`src/rtl/hazard_pkg.sv`:
```
// rtl/hazard_pkg.sv - shared types and defaults for the pipeline hazard controller
//
// Purpose : single home for the hazard FSM state type, the default widths
//           of the multi-cycle latency field and performance counters, and
//           the register-index width used by the operand comparators.
// Ports   : none (package).

package hazard_pkg;

    // Width of an architectural register index (RA1D/RA2D/WA3E).
    localparam int REG_W = 4;

    // Default width of the multi-cycle latency field (MultiCyclesE / McCnt).
    localparam int MC_W_DEF = 4;

    // Default width of the stall/flush performance counters.
    localparam int PERF_W_DEF = 16;

    // RUN    : normal issue; load-use stalls and branch flushes resolved here.
    // MCWAIT : a multi-cycle Execute op is draining; the front end is frozen.
    typedef enum logic {
        ST_RUN    = 1'b0,
        ST_MCWAIT = 1'b1
    } hz_state_e;

    // True when a load in Execute writes a register that Decode reads.
    // All index bits are compared; register 0 gets no special treatment.
    function automatic logic load_use_hit(
        input logic             mem_to_reg,
        input logic [REG_W-1:0] ra1,
        input logic [REG_W-1:0] ra2,
        input logic [REG_W-1:0] wa3
    );
        return mem_to_reg && ((ra1 == wa3) || (ra2 == wa3));
    endfunction

endpackage

```
`src/rtl/sat_counter.sv`:
```
// rtl/sat_counter.sv - saturating up-counter used for hazard performance counts
//
// Purpose : counts cycles on which inc is high; sticks at all-ones instead of
//           wrapping so a long run never reports a small, misleading value.
// Ports   : clk   - clock, all updates on posedge
//           reset - synchronous, active-high; clears the count
//           inc   - add one this cycle (ignored once saturated)
//           count - current count value

module sat_counter #(
    parameter int WIDTH = 16
) (
    input  logic             clk,
    input  logic             reset,
    input  logic             inc,
    output logic [WIDTH-1:0] count
);

    logic [WIDTH-1:0] count_q;
    logic [WIDTH-1:0] count_d;

    always_comb begin
        count_d = count_q;
        if (inc && (count_q != {WIDTH{1'b1}})) begin
            count_d = count_q + WIDTH'(1);
        end
    end

    always_ff @(posedge clk) begin
        if (reset) begin
            count_q <= '0;
        end else begin
            count_q <= count_d;
        end
    end

    assign count = count_q;

endmodule

```
`src/rtl/hazard_ctrl.sv`:
```
// rtl/hazard_ctrl.sv - pipeline hazard controller: load-use, branch flush, multi-cycle stall
//
// Purpose : resolves Decode/Execute hazards for a 5-stage pipe. Stall and
//           flush controls are combinational so they act in the same cycle
//           the hazard is seen. A two-state FSM freezes the front end while a
//           multi-cycle Execute operation completes.
// Ports   : clk, reset                 - clock and synchronous active-high reset
//           RA1D, RA2D                 - Decode source register indices
//           WA3E, MemtoRegE            - Execute destination and load flag
//           BranchTakenE               - branch resolved taken in Execute
//           MultiStartE, MultiCyclesE  - start of a multi-cycle op and its total length
//           StallF, StallD, StallE     - hold PC, F/D pipe, D/E pipe
//           FlushD, FlushE             - clear F/D pipe, D/E pipe
//           BusyE                      - multi-cycle op in progress
//           StallCnt, FlushCnt         - saturating counts of StallD / FlushD cycles

module hazard_ctrl
    import hazard_pkg::*;
#(
    parameter int MC_W   = MC_W_DEF,
    parameter int PERF_W = PERF_W_DEF
) (
    input  logic              clk,
    input  logic              reset,
    input  logic [REG_W-1:0]  RA1D,
    input  logic [REG_W-1:0]  RA2D,
    input  logic [REG_W-1:0]  WA3E,
    input  logic              MemtoRegE,
    input  logic              BranchTakenE,
    input  logic              MultiStartE,
    input  logic [MC_W-1:0]   MultiCyclesE,
    output logic              StallF,
    output logic              StallD,
    output logic              StallE,
    output logic              FlushD,
    output logic              FlushE,
    output logic              BusyE,
    output logic [PERF_W-1:0] StallCnt,
    output logic [PERF_W-1:0] FlushCnt
);

    hz_state_e        state_q;
    hz_state_e        state_d;
    logic [MC_W-1:0]  mc_cnt_q;
    logic [MC_W-1:0]  mc_cnt_d;

    logic load_use;
    logic multi_long;

    assign load_use   = load_use_hit(MemtoRegE, RA1D, RA2D, WA3E);
    // Latencies of 0 or 1 complete in the normal Execute slot; only >=2 needs MCWAIT.
    assign multi_long = MultiStartE && (MultiCyclesE >= MC_W'(2));

    // Next-state logic. The starting cycle itself is the op's first Execute
    // cycle, so MCWAIT must last N-1 cycles: load N-2 and leave after the
    // cycle that sees zero.
    always_comb begin
        state_d  = state_q;
        mc_cnt_d = mc_cnt_q;
        unique case (state_q)
            ST_RUN: begin
                // A taken branch does not cancel the op already in Execute.
                if (multi_long) begin
                    state_d  = ST_MCWAIT;
                    mc_cnt_d = MultiCyclesE - MC_W'(2);
                end
            end
            ST_MCWAIT: begin
                if (mc_cnt_q == '0) begin
                    state_d = ST_RUN;
                end else begin
                    mc_cnt_d = mc_cnt_q - MC_W'(1);
                end
            end
            default: begin
                state_d  = ST_RUN;
                mc_cnt_d = '0;
            end
        endcase
    end

    always_ff @(posedge clk) begin
        if (reset) begin
            state_q  <= ST_RUN;
            mc_cnt_q <= '0;
        end else begin
            state_q  <= state_d;
            mc_cnt_q <= mc_cnt_d;
        end
    end

    // Output decode. Reset forces everything quiet so a reset taken during
    // MCWAIT cannot leak a stall into the cycle it is asserted.
    always_comb begin
        StallF = 1'b0;
        StallD = 1'b0;
        StallE = 1'b0;
        FlushD = 1'b0;
        FlushE = 1'b0;
        BusyE  = 1'b0;
        if (!reset) begin
            if (state_q == ST_MCWAIT) begin
                // Whole front end waits; nothing else in the pipe is allowed
                // to move, so branch/load-use requests are ignored here.
                StallF = 1'b1;
                StallD = 1'b1;
                StallE = 1'b1;
                BusyE  = 1'b1;
            end else if (BranchTakenE) begin
                // Wrong-path instructions in Fetch/Decode are squashed; this
                // also covers any load-use the squashed instruction had.
                FlushD = 1'b1;
                FlushE = 1'b1;
            end else if (load_use) begin
                // Hold the consumer in Decode and insert a bubble into Execute.
                StallF = 1'b1;
                StallD = 1'b1;
                FlushE = 1'b1;
            end
        end
    end

    sat_counter #(
        .WIDTH (PERF_W)
    ) u_stall_cnt (
        .clk   (clk),
        .reset (reset),
        .inc   (StallD),
        .count (StallCnt)
    );

    sat_counter #(
        .WIDTH (PERF_W)
    ) u_flush_cnt (
        .clk   (clk),
        .reset (reset),
        .inc   (FlushD),
        .count (FlushCnt)
    );

endmodule

```
`config.mk`:
```
export PLATFORM = sky130hd
export DESIGN_NAME = hazard_ctrl
export DESIGN_NICKNAME = d
export VERILOG_FILES = /design/src/rtl/hazard_pkg.sv /design/src/rtl/sat_counter.sv /design/src/rtl/hazard_ctrl.sv
export SDC_FILE = /design/constraint.sdc
export NUM_CORES = 1
export LEC_CHECK = 0
export BUFFER_PORTS_ARGS = -buffer_cell sky130_fd_sc_hd__clkbuf_2
export CAP_MARGIN = 40
export CORE_MARGIN = 2
export CORE_UTILIZATION = 45
export DETAILED_ROUTE_END_ITERATION = 8
export GPL_ROUTABILITY_DRIVEN = 0
export PLACE_DENSITY = 0.74
export SLEW_MARGIN = 25
export SYNTH_ARGS = -nofsm -noshare
export SYNTH_HDL_FRONTEND = slang
export SYNTH_SLANG_ARGS = --single-unit
```
`constraint.sdc`:
```
create_clock -name clk -period 3.5 [get_ports clk]
set_clock_uncertainty 0.1 [all_clocks]
set_input_delay 0.7 -clock clk [delete_from_list [all_inputs] [get_ports clk]]
set_output_delay 0.7 -clock clk [all_outputs]
set_load 0.01 [all_outputs]
```
Word-level counts from Yosys, hierarchy flattened. Cells that the tools add are included.

Register bits after elaboration: 37. Output and inout bits: 38. Word-level logic and storage cells: 41.

$add $sub $neg: 4. $lt $le $gt $ge: 1. Eq/ne operators: 6. Mux-type cells: 18. Bitwise operators: 1. Reduce and logical (&&, ||, !) cells: 7.

Operators by type and width (count): 16-bit by 1-bit adder with 16-bit output (second input constant) (2); 16-bit inequality test (second input constant) (2); 1-bit 2-to-1 mux (14); 4-bit == test (2); 4-bit 2-to-1 mux (2); 4-bit case mux with 2 select lines (1); 4-bit by 2-bit greater-or-equal comparator with 1-bit output (second input constant) (1); 1-bit logical AND (4); 4-bit logical NOT (1); 2-bit inequality test (second input constant) (2); 4-bit by 1-bit subtractor with 4-bit output (second input constant) (1); 4-bit by 2-bit subtractor with 4-bit output (second input constant) (1); 1-bit case mux with 2 select lines (1); 2-bit AND reduction (1); 1-bit logical OR (1); 1-bit NOT (1).

Logic depth before layout (Yosys ltp).
Word-level depth: 8. Mapped depth: 7. Gate-level depth less buffers: 7.

Cells and area by module. From an unflattened synthesis, not the netlist that was laid out.

Cells, all modules: 258. Area, all modules: 2189.6 µm².

By module, submodules not included: sat_counter (times used 2, cells each 99, area an instance 848.3 µm², seq. area each 320.3 µm²); hazard_ctrl (times used 1, cells each 60, area an instance 493.0 µm², seq. area each 100.1 µm²).

Worst setup path before layout. No wires, ideal clock.

Path kind: input to output. Start: input RA1D[1]. End: output StallF. Data arrival time: 1691 ps. Required time: 2700 ps. Setup slack: 1009 ps. Stages on the path: 6. Path buffers: 1. Path through: xnor2_1 > nand4_1 > a211oi_2 > o21ai_0 > inv_1 > buf_4.

Longest elaborated chain between the ends: 7.

Ends and longest elaborated chain: from (decl) (line hazard_ctrl.sv:25) `input logic [REG_W-1:0] RA1D,`; 4-bit == test (line hazard_pkg.sv:34) `return mem_to_reg && ((ra1 == wa3) || (ra2 == wa3));`; 1-bit logical OR (line hazard_pkg.sv:34); 1-bit logical AND (line hazard_pkg.sv:34); 1-bit 2-to-1 mux (4 in a row); to (decl) (line hazard_ctrl.sv:32) `output logic StallF,`.

No other way between the ends.

Final worst setup path.
Start: input WA3E[0]. End: output StallD.

Longest elaborated chain between the ends: 7.

Ends and longest elaborated chain: from (decl) (line hazard_ctrl.sv:27) `input logic [REG_W-1:0] WA3E,`; 4-bit == test (line hazard_pkg.sv:34); 1-bit logical OR (*) (line hazard_pkg.sv:34); 1-bit logical AND (*) (line hazard_pkg.sv:34); 1-bit 2-to-1 mux (*) (line hazard_ctrl.sv:114) `end else if (load_use) begin`; 1-bit 2-to-1 mux (*) (line hazard_ctrl.sv:109) `end else if (BranchTakenE) begin`; 1-bit 2-to-1 mux (*) (line hazard_ctrl.sv:102) `if (state_q == ST_MCWAIT) begin`; 1-bit 2-to-1 mux (*) (line hazard_ctrl.sv:101) `if (!reset) begin`; to (decl) (line hazard_ctrl.sv:33) `output logic StallD,`.

Every way passes the cells marked *; elsewhere a longest branch is shown, timed or not.

==> flow_metrics.env <==
export IMPL_status="finished, final reports clean"
export IMPL_synth_edff_count=0
export IMPL_critPathMaxStageDelay_ns=0.40
export IMPL_synth_simple_area_share_pct=25.3
export IMPL_die_h_um=70.6
export IMPL_ys_seq_area_share_pct=37.1
export IMPL_dieArea_mm2=0.00498
export IMPL_fmax_mhz=374
export IMPL_required_ns=2.70
export IMPL_hold_path_class="flop to flop"
export IMPL_routed_wl_um=4100
export IMPL_tightest_slew_ns=0.745
export IMPL_path_max_fanout=4
export IMPL_grt_overflow=0
export IMPL_fin_nets=316
export IMPL_rsz0062_at_grt="false"
export IMPL_cts_hold_buf=0
export IMPL_slew_viol_final=0
export IMPL_clk_latency_ns=0.29
export IMPL_ys_ff_latch=37
export IMPL_met3_length_um=203
export IMPL_vdd_ir_drop_max_mv=0.201
export IMPL_power_density_mw_per_mm2=356
export IMPL_synth_distinct_cells=43
export IMPL_synth_xor_area_share_pct=11.0
export IMPL_clock_sinks=37
export IMPL_worstPathCellList="clkbuf_2 > xnor2_1 > nand4_1 > a211oi_2 > o21ai_0 > inv_1 > clkbuf_2"
export IMPL_synthAdderAreaFrac_pct=3.13
export IMPL_met2_length_um=2000
export IMPL_place_hpwl_um=3030
export IMPL_cts_path_max_buffers=2
export IMPL_end_kind="output port"
export IMPL_detail_route_antenna_nets=0
export IMPL_grt_use_total_pct=17.3
export IMPL_synth_compound_area_share_pct=14.7
export IMPL_via_count=1820
export IMPL_wl_met1_um=1830
export IMPL_leakagePower_uw=0.000940
export IMPL_dieWidth_um=70.6
export IMPL_fin_setup_tns_ns=0
export IMPL_grt_antenna_before_repair=0
export IMPL_final_layout_size_suffix_gt1_share_pct=23.7
export IMPL_hold_viol=0
export IMPL_mappedNetlistArea_mm2=0.00200
export IMPL_cts_max_level=2
export IMPL_synth_top_family_by_area="simple AND/OR/NAND/NOR gates"
export IMPL_worstPathArrival_ns=1.87
export IMPL_cts_made_buffers=5
export IMPL_muxShareOfSynthArea_pct=3.07
export IMPL_worstSetupStartpointType="input port"
export IMPL_post_cts_buffers=0
export IMPL_dr_pass1_iters=4
export IMPL_antenna_cells=0
export IMPL_period_needed_ns=2.67
export IMPL_clock_root_buffer="clkbuf_8"
export IMPL_drt_iter0_drc=94
export IMPL_core_area_mm2=0.00432
export IMPL_hold_path_depth=2
export IMPL_clk_pin_slew_ns=0.07
export IMPL_synth_top_flop_cell="dfxtp_1"
export IMPL_top_layer="met4"
export IMPL_syn_nets=260
export IMPL_start_util_pct=46.2
export IMPL_place_ws_ns=0.765
export IMPL_synthCells=234
export IMPL_cts_tree="yes"
export IMPL_cap_viol_max_count=0
export IMPL_syn2layout_area_growth_pct=18.6
export IMPL_post_cts_resized=0
export IMPL_slowest_stage="a211oi_2"
export IMPL_viasPerCell=5.31
export IMPL_grt_pass1_vias=1644
export IMPL_avgSynthCellArea_um2=8.53
export IMPL_grt_max_degree=26
export IMPL_finalSetupViolations=0
export IMPL_yosys_warnings=0
export IMPL_num_io_pins=59
export IMPL_worst_slack_ns=0.825
export IMPL_fin_crit_sh_pct=76.4
export IMPL_drc=0
export IMPL_reg2reg_depth=6
export IMPL_port_buffers=58
export IMPL_synth_async_reset_ratio_pct=0
export IMPL_wire_per_inst_um=12.0
export IMPL_grt_pass1_wl_um=7090
export IMPL_cp_common_cell="clkbuf_2"
export IMPL_slew_headroom_pct=49.9
export IMPL_setup_worst_path_class="input port to output port"
export IMPL_rows=24
-- layer usage --
metal	global-route usage (%)	vias up
li1	-	936
met2	28.6	42
met1	21.9	835
met3	4.13	7
met5	0	-
met4	6.92	0
-- cell type report --
cell class	instances	area [µm²]
clock buffers	8	80.1
fillers	422	1960
inverters	11	41.3
multi-input cells	176	1140
flip-flops and latches	37	741
well taps	52	65.1
repair buffers	59	298
-- per-stage QoR --
| stage | instances | hold WS [ns] | power [µW] | utilization, % | area (µm²) |
|---|---|---|---|---|---|
| detailed placement | 335 | 0.405 | 569 | 52.9 | 2290 |
| finish | 343 | 0.414 | 842 | 54.7 | 2370 |
| CTS | 343 | 0.420 | 855 | 54.7 | 2370 |
| floorplan | 234 | 0.380 | 539 | - | 2000 |
| global route | 343 | 0.443 | 887 | 54.7 | 2370 |
| global placement | 335 | 0.388 | 565 | 52.9 | 2290 |
-- sequential cells by signal, summed over array words and instances (netlist names) --
name and count:
u_flush_cnt.count 16, u_stall_cnt.count 16, mc_cnt_q 4, state_q 1
-- cells in the mapped netlist, types with 2 or more instances --
cell type	number	area, µm²
o21a_1	3	22.5
buf_4	4	30.0
or4_1	3	22.5
nor3_1	4	20.0
nand4_1	7	43.8
ha_1	5	62.6
nand3_1	9	45.0
dfxtp_1	37	741
nand2b_1	2	12.5
mux2i_1	5	50.1
xnor2_1	17	149
and4_1	2	17.5
nor3b_1	2	15.0
nor2b_1	5	31.3
nor2_1	27	101
or3_1	9	56.3
xor2_1	8	70.1
o31ai_1	6	45.0
o21ai_0	6	30.0
buf_6	2	22.5
a21oi_1	13	65.1
nand2_1	16	60.1
and3_1	3	18.8
inv_1	11	41.3
clkbuf_1	3	11.3
o21ai_1	5	25.0
o211ai_1	3	22.5
or2_1	2	12.5
-- placed cells by master, fill, tap and decap left out, drive strengths merged, types with 5 or more instances in the layout --
master / Yosys / routed
clkbuf: 3 / 66
dfxtp: 37 / 37
nor2: 27 / 27
xnor2: 17 / 17
nand2: 16 / 16
a21oi: 13 / 13
inv: 11 / 11
o21ai: 11 / 11
or3: 10 / 10
nand3: 9 / 9
xor2: 8 / 8
nand4: 7 / 7
o31ai: 6 / 6
nor2b: 5 / 5
mux2i: 5 / 5
ha: 5 / 5
nor3: 5 / 5
-- power breakdown --
group | internal (µW) | switching (µW)
sequential | 432 | 16.2
clock | 141 | 143
combinational | 50.4 | 58.6
total | 624 | 218
-- worst paths after layout --
check | start | end | slack, ns
max reg2reg | u_stall_cnt.count[0] | u_stall_cnt.count[11] | 1.21
max | WA3E[0] | StallD | 0.83
min reg2reg | u_stall_cnt.count[4] | u_stall_cnt.count[4] | 0.41
min | u_stall_cnt.count[4] | u_stall_cnt.count[4] | 0.41
-- critical path, delay by kind of cell --
kind            cells  cell delay, ns
xor+xnor            1            0.15
buf+inv             3            0.34
simple gates        1            0.15
compound gates      2            0.54
-- cell families after synthesis --
kind of cell / after synthesis
AND/OR/NAND/NOR: 96
AO/OA/AOI/OAI: 44
flip-flops: 37
XOR/XNOR: 25
buffers and inverters: 21
multiplexers: 6
adder cells (fa/ha/maj): 5
Power figures use the tool's default switching activity.
